## src/rtl/adder_shift_mul_ctrl_if.sv

```systemverilog
// adder_shift_mul_ctrl_if: start/operand request and busy/done/product response bundle of the multiplier sequencer
interface adder_shift_mul_ctrl_if;
  logic       start;
  logic [3:0] a;
  logic [3:0] b;
  logic       busy;
  logic       done;
  logic [7:0] product;
  modport master (output start, a, b, input busy, done, product);
  modport slave (input start, a, b, output busy, done, product);
endinterface

```

## src/rtl/adder_shift_mul_ctrl.sv

```systemverilog
// adder_shift_mul_ctrl: unsigned 4x4 shift-and-add multiplier sequenced around one 4-bit ripple adder; define MUL_ZERO_BYPASS_EN to finish zero-operand requests without CALC
module ripple_adder4 (
  input  logic [3:0] i_a,
  input  logic [3:0] i_b,
  output logic [4:0] o_s
);
  logic [4:0] w_c;
  assign w_c[0] = 1'b0;
  for (genvar i = 0; i < 4; i++) begin : g_fa
    assign o_s[i]   = i_a[i] ^ i_b[i] ^ w_c[i];
    assign w_c[i+1] = (i_a[i] & i_b[i]) | (w_c[i] & (i_a[i] ^ i_b[i]));
  end
  assign o_s[4] = w_c[4];
endmodule

module adder_shift_mul_ctrl #(
  parameter int ITER = 4
) (
  input logic               clk,
  input logic               rst_n,
  adder_shift_mul_ctrl_if.slave bus
);
  localparam int CW = $clog2(ITER);
  typedef enum logic [1:0] {IDLE = 2'd0, CALC = 2'd1, DONE = 2'd2} state_t;
  state_t        r_state, w_next;
  logic [3:0]    r_mcand;
  logic [8:0]    r_acc;
  logic [CW-1:0] r_count;
  logic [7:0]    r_product;
  logic          w_accept, w_zero, w_last, w_unused;
  logic [3:0]    w_addend;
  logic [4:0]    w_sum;
  logic [8:0]    w_acc_shift;
  assign w_addend    = r_acc[0] ? r_mcand : 4'b0;
  ripple_adder4 u_add (.i_a(r_acc[7:4]), .i_b(w_addend), .o_s(w_sum));
  assign w_acc_shift = {1'b0, w_sum, r_acc[3:1]};
  assign w_last      = r_count == CW'(ITER - 1);
  assign w_accept    = bus.start && (r_state == IDLE || r_state == DONE);
`ifdef MUL_ZERO_BYPASS_EN
  assign w_zero      = (bus.a == 4'd0) || (bus.b == 4'd0);
`else
  assign w_zero      = 1'b0;
`endif
  assign w_unused    = ^{r_acc[8], w_acc_shift[8]};
  assign bus.busy    = r_state == CALC;
  assign bus.done    = r_state == DONE;
  assign bus.product = r_product;
  // state register
  always_ff @(posedge clk or negedge rst_n) begin
    if (!rst_n) r_state <= IDLE;
    else        r_state <= w_next;
  end
  // next state: iterate in CALC, accept new requests from IDLE or DONE
  always_comb begin
    w_next = (r_state == CALC) ? (w_last ? DONE : CALC)
           : w_accept ? (w_zero ? DONE : CALC) : IDLE;
  end
  // operand capture, add-and-shift step, and product load on entry to DONE
  always_ff @(posedge clk or negedge rst_n) begin
    if (!rst_n) begin
      r_mcand   <= '0;
      r_acc     <= '0;
      r_count   <= '0;
      r_product <= '0;
    end else begin
      if (w_accept) begin
        r_mcand <= bus.a;
        r_acc   <= {5'b0, bus.b};
        r_count <= '0;
      end else if (r_state == CALC) begin
        r_acc   <= w_acc_shift;
        r_count <= r_count + 1'b1;
      end
      if (w_next == DONE) r_product <= w_accept ? 8'h00 : w_acc_shift[7:0];
    end
  end
endmodule

```

## src/flat_wrapper.sv

```systemverilog
// flat-port wrapper written by rule: the top's interface ports become plain ports
module adder_shift_mul_ctrl_flat 
#(
  parameter int ITER = 4
)
  (clk, rst_n, bus_start, bus_a, bus_b, bus_busy, bus_done, bus_product);
  adder_shift_mul_ctrl_if bus_i ();
  input logic clk;
  input logic rst_n;
  input wire logic [$bits(bus_i.start)-1:0] bus_start;
  input wire logic [$bits(bus_i.a)-1:0] bus_a;
  input wire logic [$bits(bus_i.b)-1:0] bus_b;
  output wire logic [$bits(bus_i.busy)-1:0] bus_busy;
  output wire logic [$bits(bus_i.done)-1:0] bus_done;
  output wire logic [$bits(bus_i.product)-1:0] bus_product;
  assign bus_i.start = bus_start;
  assign bus_i.a = bus_a;
  assign bus_i.b = bus_b;
  assign bus_busy = bus_i.busy;
  assign bus_done = bus_i.done;
  assign bus_product = bus_i.product;
  adder_shift_mul_ctrl #(.ITER(ITER)) u_core (.clk(clk), .rst_n(rst_n), .bus(bus_i));
endmodule
```

## config.mk

```make
export PLATFORM = sky130hd
export DESIGN_NAME = adder_shift_mul_ctrl_flat
export DESIGN_NICKNAME = d
export VERILOG_FILES = /design/src/rtl/adder_shift_mul_ctrl_if.sv /design/src/rtl/adder_shift_mul_ctrl.sv /design/src/flat_wrapper.sv
export SDC_FILE = /design/constraint.sdc
export NUM_CORES = 1
export LEC_CHECK = 0
export CAP_MARGIN = 20
export CORE_MARGIN = 2
export CORE_UTILIZATION = 35
export DETAILED_ROUTE_END_ITERATION = 7
export HOLD_SLACK_MARGIN = 0.03
export PLACE_DENSITY = 0.63
export REMOVE_ABC_BUFFERS = 1
export SYNTH_ARGS = -nofsm -noshare
export SYNTH_HDL_FRONTEND = slang
export SYNTH_SLANG_ARGS = --single-unit
```

## constraint.sdc

```tcl
create_clock -name clk -period 2.5 [get_ports clk]
set_clock_uncertainty 0.2 [all_clocks]
set_input_delay 0.375 -clock clk [delete_from_list [all_inputs] [get_ports clk]]
set_output_delay 0.375 -clock clk [all_outputs]
set_load 0.05 [all_outputs]
```

# Word-level counts from Yosys, hierarchy flattened
# Cells that the tools add are included.
# W data, S select, Z words.
[classes]
add_sub_neg = 1
n_eq_ne = 4
muxes = 9
bitwise = 17
reduce_logical = 4
[op_table]
columns = ["cell", "count"]
rows = [
  ["$mux W8", 3],
  ["$mux W2", 4],
  ["$and A1 B1 Y1", 7],
  ["$xor A1 B1 Y1", 7],
  ["$eq A2 B2 Y1 const B", 3],
  ["$mux W4", 1],
  ["$or A1 B1 Y1", 3],
  ["$add A2 B1 Y2 const B", 1],
  ["$eq A2 B1 Y1 const B", 1],
  ["$logic_not A2 Y1", 1],
  ["$reduce_bool A2 Y1", 1],
  ["$logic_and A1 B1 Y1", 1],
  ["$logic_or A1 B1 Y1", 1],
  ["$mux W1", 1],
]
[totals]
reg_bits = 24
in_bits = 11
out_inout_bits = 10
elab_cells = 40

# Depth between registers and ports, before layout
# Gate-level depths: netlist (run 1).
[depth]
ltp_word = 10
depth_mapped = 10
depth_no_buf = 10

# By module
# A second synthesis (run 1) with hierarchy kept.
[hier_totals]
cells_unflattened = 90
area_unflattened_um2 = 1202.4
[by_module_without_submodules]
columns = ["mod", "instances", "cells_each", "area_per_inst_um2", "seq_area_each_um2"]
rows = [
  ["adder_shift_mul_ctrl", 1, 76, 1092.3, 600.6],
  ["ripple_adder4", 1, 14, 110.1, 0.0],
]

# Worst setup path before layout (run 1)
# Ideal clock, no wire load.
[synth_path]
path_type = "flip-flop to flip-flop"
from = "register u_core.r_acc[0]"
to = "register u_core.r_acc[6]"
setup_ns = 0.121
arrival_ns = 1.988
required_ns = 2.179
slack_ns = 0.191
stages_incl_launch_ff = 11
n_path_buf = 0
period_less_slack_ns = 2.309
cell_sequence = "dfrtp_1 -> and2_1 -> ha_1 -> inv_1 -> fa_1 -> inv_1 -> fa_1 -> inv_1 -> fa_1 -> o21ai_0 -> a22o_1"
[synth_via]
elab_chain_cells = 9
elab_cells_between_ends = 14
cone_classes = "mux: 3; bitwise: 11"
[synth_rtl]
columns = ["element", "line_no", "text"]
rows = [
  ["from (decl)", "adder_shift_mul_ctrl.sv:27", "logic [8:0] r_acc;"],
  ["from (signal assigned)", "adder_shift_mul_ctrl.sv:68", "r_acc <= {5'b0, bus.b};"],
  ["from (signal assigned)", "adder_shift_mul_ctrl.sv:71", "r_acc <= w_acc_shift;"],
  ["$mux W4 (*)", "adder_shift_mul_ctrl.sv:34", "assign w_addend = r_acc[0] ? r_mcand : 4'b0;"],
  ["$and A1 B1 Y1 / $xor A1 B1 Y1 (equally long branches)", "adder_shift_mul_ctrl.sv:11", "assign w_c[i+1] = (i_a[i] & i_b[i]) | (w_c[i] & (i_a[i] ^ i_b[i]));"],
  ["$and A1 B1 Y1", "adder_shift_mul_ctrl.sv:11", ""],
  ["$or A1 B1 Y1", "adder_shift_mul_ctrl.sv:11", ""],
  ["$and A1 B1 Y1", "adder_shift_mul_ctrl.sv:11", ""],
  ["$or A1 B1 Y1", "adder_shift_mul_ctrl.sv:11", ""],
  ["$xor A1 B1 Y1 (*)", "adder_shift_mul_ctrl.sv:10", "assign o_s[i] = i_a[i] ^ i_b[i] ^ w_c[i];"],
  ["$mux W8 (*)", "adder_shift_mul_ctrl.sv:70", "end else if (r_state == CALC) begin"],
  ["$mux W8 (*)", "adder_shift_mul_ctrl.sv:66", "if (w_accept) begin"],
]
# Mark *: on every way between the ends. The rest lies on a longest branch, timed or not. The select of a mux whose other input is x is not followed.
# A chain may end at the register's enable or synchronous reset.

# Final worst setup path (run 1)
# Ends and elaborated chain as after synthesis.

==> results of run 1 <==
[how the worst min path moves through the flow]
stage                            end  slack [ps]  cells after the start
3_3_place_gp   u_core.bus.product[7]         270                      2
2_1_floorplan  u_core.bus.product[0]        -120                      0
6_report           u_core.r_count[1]         210                      2
4_1_cts            u_core.r_count[0]         220                      2
3_5_place_dp   u_core.bus.product[4]         270                      2
5_1_grt            u_core.r_state[1]         240                      2
[per-layer routing]
| layer | vias up | share of wire [%] | GRT usage (%) |
|---|---|---|---|
| met3 | 4 | 3.8 | 2.54 |
| met2 | 18 | 51 | 19.8 |
| met4 | 0 | 1.0 | 5.00 |
| met1 | 362 | 44 | 15.7 |
| met5 | - | 0 | 0 |
| li1 | 376 | - | - |
[kinds of logic (layout without fill, tap and decap cells)]
kind of cell	count (synthesis)	count (layout)	synth area share, %
xor+xnor	1	1	0.737
mux	8	8	8.21
compound gates	23	23	14.7
fa+ha+maj	5	5	7.16
buf+inv	16	39	8.21
flops	24	24	50.5
simple gates	21	21	10.4
[through the flow]
stage               setup WS (ps)  hold WS [ps]  std cells  TNS (ps)  utilization [%]
floorplan                     184          -121         93         0                -
global placement              149           269        162         0             42.6
detailed placement           49.9           274        162         0             42.6
CTS                          18.7           222        165         0             43.3
global route                -21.9           243        167     -21.9             44.3
finish                       70.7           212        167         0             44.3
[where the power goes]
group          switching [mW]  total [mW]  internal [mW]  leakage [nW]
clock                   0.108       0.164         0.0562        0.0138
combinational           0.697        1.25          0.553         0.352
sequential              0.116       0.688          0.572         0.296
total                   0.921        2.10           1.18         0.662
[synthesized netlist by cell type (2+ instances only)]
library cell and number:
mux2_2 5, dfrtp_1 24, inv_1 11, o21ai_2 6, and2_1 2, o21ai_0 4
a22o_1 3, nand2_1 12, fa_1 3, nand2b_1 2, ha_1 2, mux2_4 2
buf_6 5, a21oi_2 4, o22ai_1 4
[flip-flops by register name, summed over array words and instances (netlist names)]
name,flops
u_core.bus.product,8
u_core.r_acc,8
u_core.r_mcand,4
u_core.r_count,2
u_core.r_state,2
[timing repair]
item	CTS	global route
gates resized for setup	0	9
setup buffers	0	2
endpoints found under the setup margin	0	1
[layout make-up]
| type | count | area, sq um |
|---|---|---|
| well taps | 46 | 57.6 |
| clock buffers | 3 | 22.5 |
| fillers | 333 | 1840 |
| inverters | 11 | 41.3 |
| flip-flops and latches | 24 | 601 |
| repair buffers | 25 | 235 |
| multi-input cells | 58 | 510 |
==> results.cfg, run 1 <==
[grt]
grt_max_degree = 25
grt_pass1_vias = 804
grt_pass1_wl_mm = 3.74
grt_usage_pct = 12.1
antenna_found_initial = 0
grt_overflow_total = 0

[synth]
synth_top_area_share_pct = 50.5
synth-edff-count = 0
ys_seq_area_share_pct = 50.5
yosys.area.top_type = dfrtp_1
syn-cell-area_sq_um = 1190
yosys_warnings = 0
netlist_instances = 98
synthTopCellsByArea = dfrtp_1 (51%), fa_1 (5.1%), buf_6 (4.7%), mux2_2 (4.7%), o21ai_2 (4.4%)
synthArstFlopShare_pct = 100
synth-seq-cells = 24
yosys_most_used_dff = dfrtp_1
synthDistinctLibCells = 24
syn_area_per_cell_sq_um = 12.1

[setup_path]
critPathKind = flip-flop to flip-flop
cpPeakStageDelay_ps = 510
r2r-start = u_core.r_acc[0]
worst-r2r-setup-slack_ps = 70
r2r_cells = 10
r2r-end = u_core.r_acc[6]
critical_path.slowest_cell = fa_1
crit_path_end_kind = flip-flop
cp_max_fo = 4
path_cells = and2_4 > ha_4 > inv_2 > fa_2 > inv_2 > fa_2 > inv_2 > fa_1 > o21ai_1 > a22o_1
cp.depth = 10
critPathRequiredTime_ps = 2500
worstPathArrival_ps = 2430
endpoint = u_core.r_acc[6]
critPathLaunchType = flip-flop
cpMostUsedCell = inv_2
crit_start = u_core.r_acc[0]
critPathBufInv = 3
crit_family = adder cells

[finish]
drive_above_1_share_pct = 29.8
final_common_cell = dfrtp_1
final_area_sq_um = 1470
mostFrequentLayoutCells = dfrtp_1 (24), clkdlybuf4s50_1 (19), nand2_1 (12)
final_nets = 139
area_growth_pct = 23.5
n_antenna_cell = 0

[routing]
via_count = 760
routed_wl_mm = 2.20
dr.pass1.iters = 4
drtIter0Drc = 19
antenna_left = 0
detail_route.wl_per_cell_microns = 13.2
drc = 0
viasPerCell = 4.55

[clocking]
worstSkewPairLatency_ps = 310
cts_hold_buf = 0
cts-root-buf = clkbuf_4
cts_buffer_depth = 2
cts_tree = built
clock-sinks = 24
htree_num_levels = 1
path_clk_slew_ps = 120
cts_buffers = 3

[sta]
slew-limit-headroom_pct = 66.5
max_freq_mhz = 412
finalHoldViolCount = 0
rsz0062_at_grt = yes
setup_viol_count_final = 0
finalCritPeriodShare_pct = 97.2
fin_crit_ps = 2430
slew_violations = 0
worst_pin_slew_ps = 500

[floorplan]
initial_utilization_pct = 35.9
core_sq_um = 3310
die_x_microns = 62.3
design.portCount = 21
fp.dieH_microns = 62.3
placementRows = 21
dieArea_sq_um = 3880

[pwr]
p_per_area_nw_per_um2 = 1430
p_leak_nw = 0.662
power_mw = 2.10
ir_drop_uv = 392

[status]
outcome = complete, no violations

[place]
placed_cell_area_sq_um = 1410
dpl.hpwl_mm = 1.59
routabilityCongestion = 0.732
port_buffers = 20

[flow_run]
maxCapViolCount = 0

[worst_hold_path]
hold_class = primary input to async pin
No activity file was read; power rests on OpenSTA's default activity.
==> run 2, diff against run 1 <==
--- a/config.mk
+++ b/config.mk
@@ -5,7 +5,7 @@
 export SDC_FILE = /design/constraint.sdc
 export NUM_CORES = 1
 export LEC_CHECK = 0
-export CAP_MARGIN = 20
+export CAP_MARGIN = 5
 export CORE_MARGIN = 2
 export CORE_UTILIZATION = 35
 export DETAILED_ROUTE_END_ITERATION = 7
==> constraint.sdc (replaced) <==
create_clock -name clk -period 3 [get_ports clk]
set_clock_uncertainty 0.2 [all_clocks]
set_input_delay 0.45 -clock clk [delete_from_list [all_inputs] [get_ports clk]]
set_output_delay 0.45 -clock clk [all_outputs]
set_load 0.05 [all_outputs]
==> run 2 against run 1 <==
Compared with the run above: sequential power decreased by 13%; register-to-register slack improved by 460 ps; total power decreased by 16%; via count decreased by 1.1%; sequential cell count unchanged; wire length decreased by 5.6%; final cell count decreased by 1.8%; count of clock-buffer cells in the layout unchanged; clock power increased by 43%; worst hold slack improved by 66 ps; setup slack improved by 330 ps; critical endpoint is now bus_busy.
==> results.cfg, run 2 (synthesis results as in run 1) <==
[floorplan]
fp.dieH_microns = 62.3
die_x_microns = 62.3
initial_utilization_pct = 35.9
placementRows = 21
design.portCount = 21
dieArea_sq_um = 3880
core_sq_um = 3310

[clocking]
cts-root-buf = clkbuf_4
cts_tree = built
worstSkewPairLatency_ps = 320
postCtsSetupRepairBufs = 0
cts_buffer_depth = 2
htree_num_levels = 1
cts-resized-gates = 0
cts_buffers = 3
clock-sinks = 24
path_clk_slew_ps = 140
cts_hold_buf = 0

[pwr]
p_per_area_nw_per_um2 = 1210
power_mw = 1.76
p_leak_nw = 0.658
ir_drop_uv = 383

[routing]
detail_route.wl_per_cell_microns = 12.7
via_count = 752
drtIter0Drc = 14
routed_wl_mm = 2.08
drc = 0
dr.pass1.iters = 4
viasPerCell = 4.59
antenna_left = 0

[grt]
antenna_found_initial = 0
grt_pass1_vias = 792
grt_overflow_total = 0
grt_usage_pct = 11.8
grt_pass1_wl_mm = 3.62
grt_max_degree = 25

[setup_path]
crit_path_end_kind = output pin
worstPathArrival_ps = 1950
cp_max_fo = 12
critPathKind = flip-flop to output pin
critPathRequiredTime_ps = 2350
critPathLaunchType = flip-flop

[finish]
nFillCells = 340
register_area_sq_um = 601
multi_input_area_sq_um = 490
fin_cells = 164
mostFrequentLayoutCells = dfrtp_1 (24), clkdlybuf4s50_1 (20), nand2_1 (12)
area_growth_pct = 22.0
final_util_pct = 43.8
drive_above_1_share_pct = 21.2
final_nets = 135
n_antenna_cell = 0
final_common_cell = dfrtp_1

[sta]
finalHoldViolCount = 0
finalCritPeriodShare_pct = 86.6
setup_viol_count_final = 0
slew_violations = 0
rsz0062_at_grt = no
finalSetupTns_ps = 0
max_freq_mhz = 385
fin_crit_ps = 2600
hold_slack_ps = 278
worst_pin_slew_ps = 499
slew-limit-headroom_pct = 66.6

[status]
outcome = complete, no violations

[place]
dp.cells = 160
routabilityCongestion = 0.712
dpl.hpwl_mm = 1.52
port_buffers = 20

[flow_run]
maxCapViolCount = 0

[worst_hold_path]
hold_class = primary input to async pin
run 2: cell types whose count changed in the layout (fill, tap and decap cells not counted), moves of 2 or more:
cell and delta:
buf_4 -5, fa_1 +2, inv_2 -3, inv_1 +3, fa_2 -2
run 2: per-layer routing:
metal | up-vias | share of wire [%] | track usage (%)
met5 | - | 0 | 0
met4 | 0 | 1.3 | 5.83
met3 | 2 | 3.6 | 2.54
met2 | 10 | 51 | 19.2
met1 | 374 | 44 | 14.9
li1 | 366 | - | -
run 2: final timing paths:
kind,slack (ps),start,end,cells after the start
worst max-delay path,400,u_core.r_state[0],bus_busy,3
worst min-delay path,280,rst_n,u_core.r_acc[6],2
worst max register to register,530,u_core.r_acc[0],u_core.r_acc[6],10
worst min register to register,290,u_core.bus.product[4],u_core.bus.product[4],2
max in group asynchronous,2070,rst_n,u_core.r_acc[3],2
min in group clk,290,u_core.bus.product[4],u_core.bus.product[4],2
run 2: stage by stage:
| step | instance area [sq um] | setup slack, ps |
|---|---|---|
| floorplan | 1130 | 684 |
| global placement | 1400 | 643 |
| detailed placement | 1400 | 531 |
| CTS | 1450 | 381 |
| global route | 1450 | 298 |
| finish | 1450 | 402 |
run 2: where the power goes:
part | switching [mW] | total [mW] | internal [mW]
clock network | 0.0998 | 0.235 | 0.135
registers | 0.121 | 0.596 | 0.475
logic | 0.529 | 0.931 | 0.402
run 2: worst max-delay path: stages (launching register included):
cell	delay [ps]
dfrtp_1	640
nand2b_4	140
inv_1	70
clkdlybuf4s50_1	790
run 2: layout make-up:
| cell class | instances | share of cell area, % |
|---|---|---|
| clock inverter | 1 | 2.07 |
| tap | 46 | 3.97 |
| timing repair buffer | 21 | 14.3 |
| clock buffer | 3 | 1.55 |
| multi-input combinational | 58 | 33.8 |
| sequential | 24 | 41.4 |
| inverter | 11 | 2.85 |
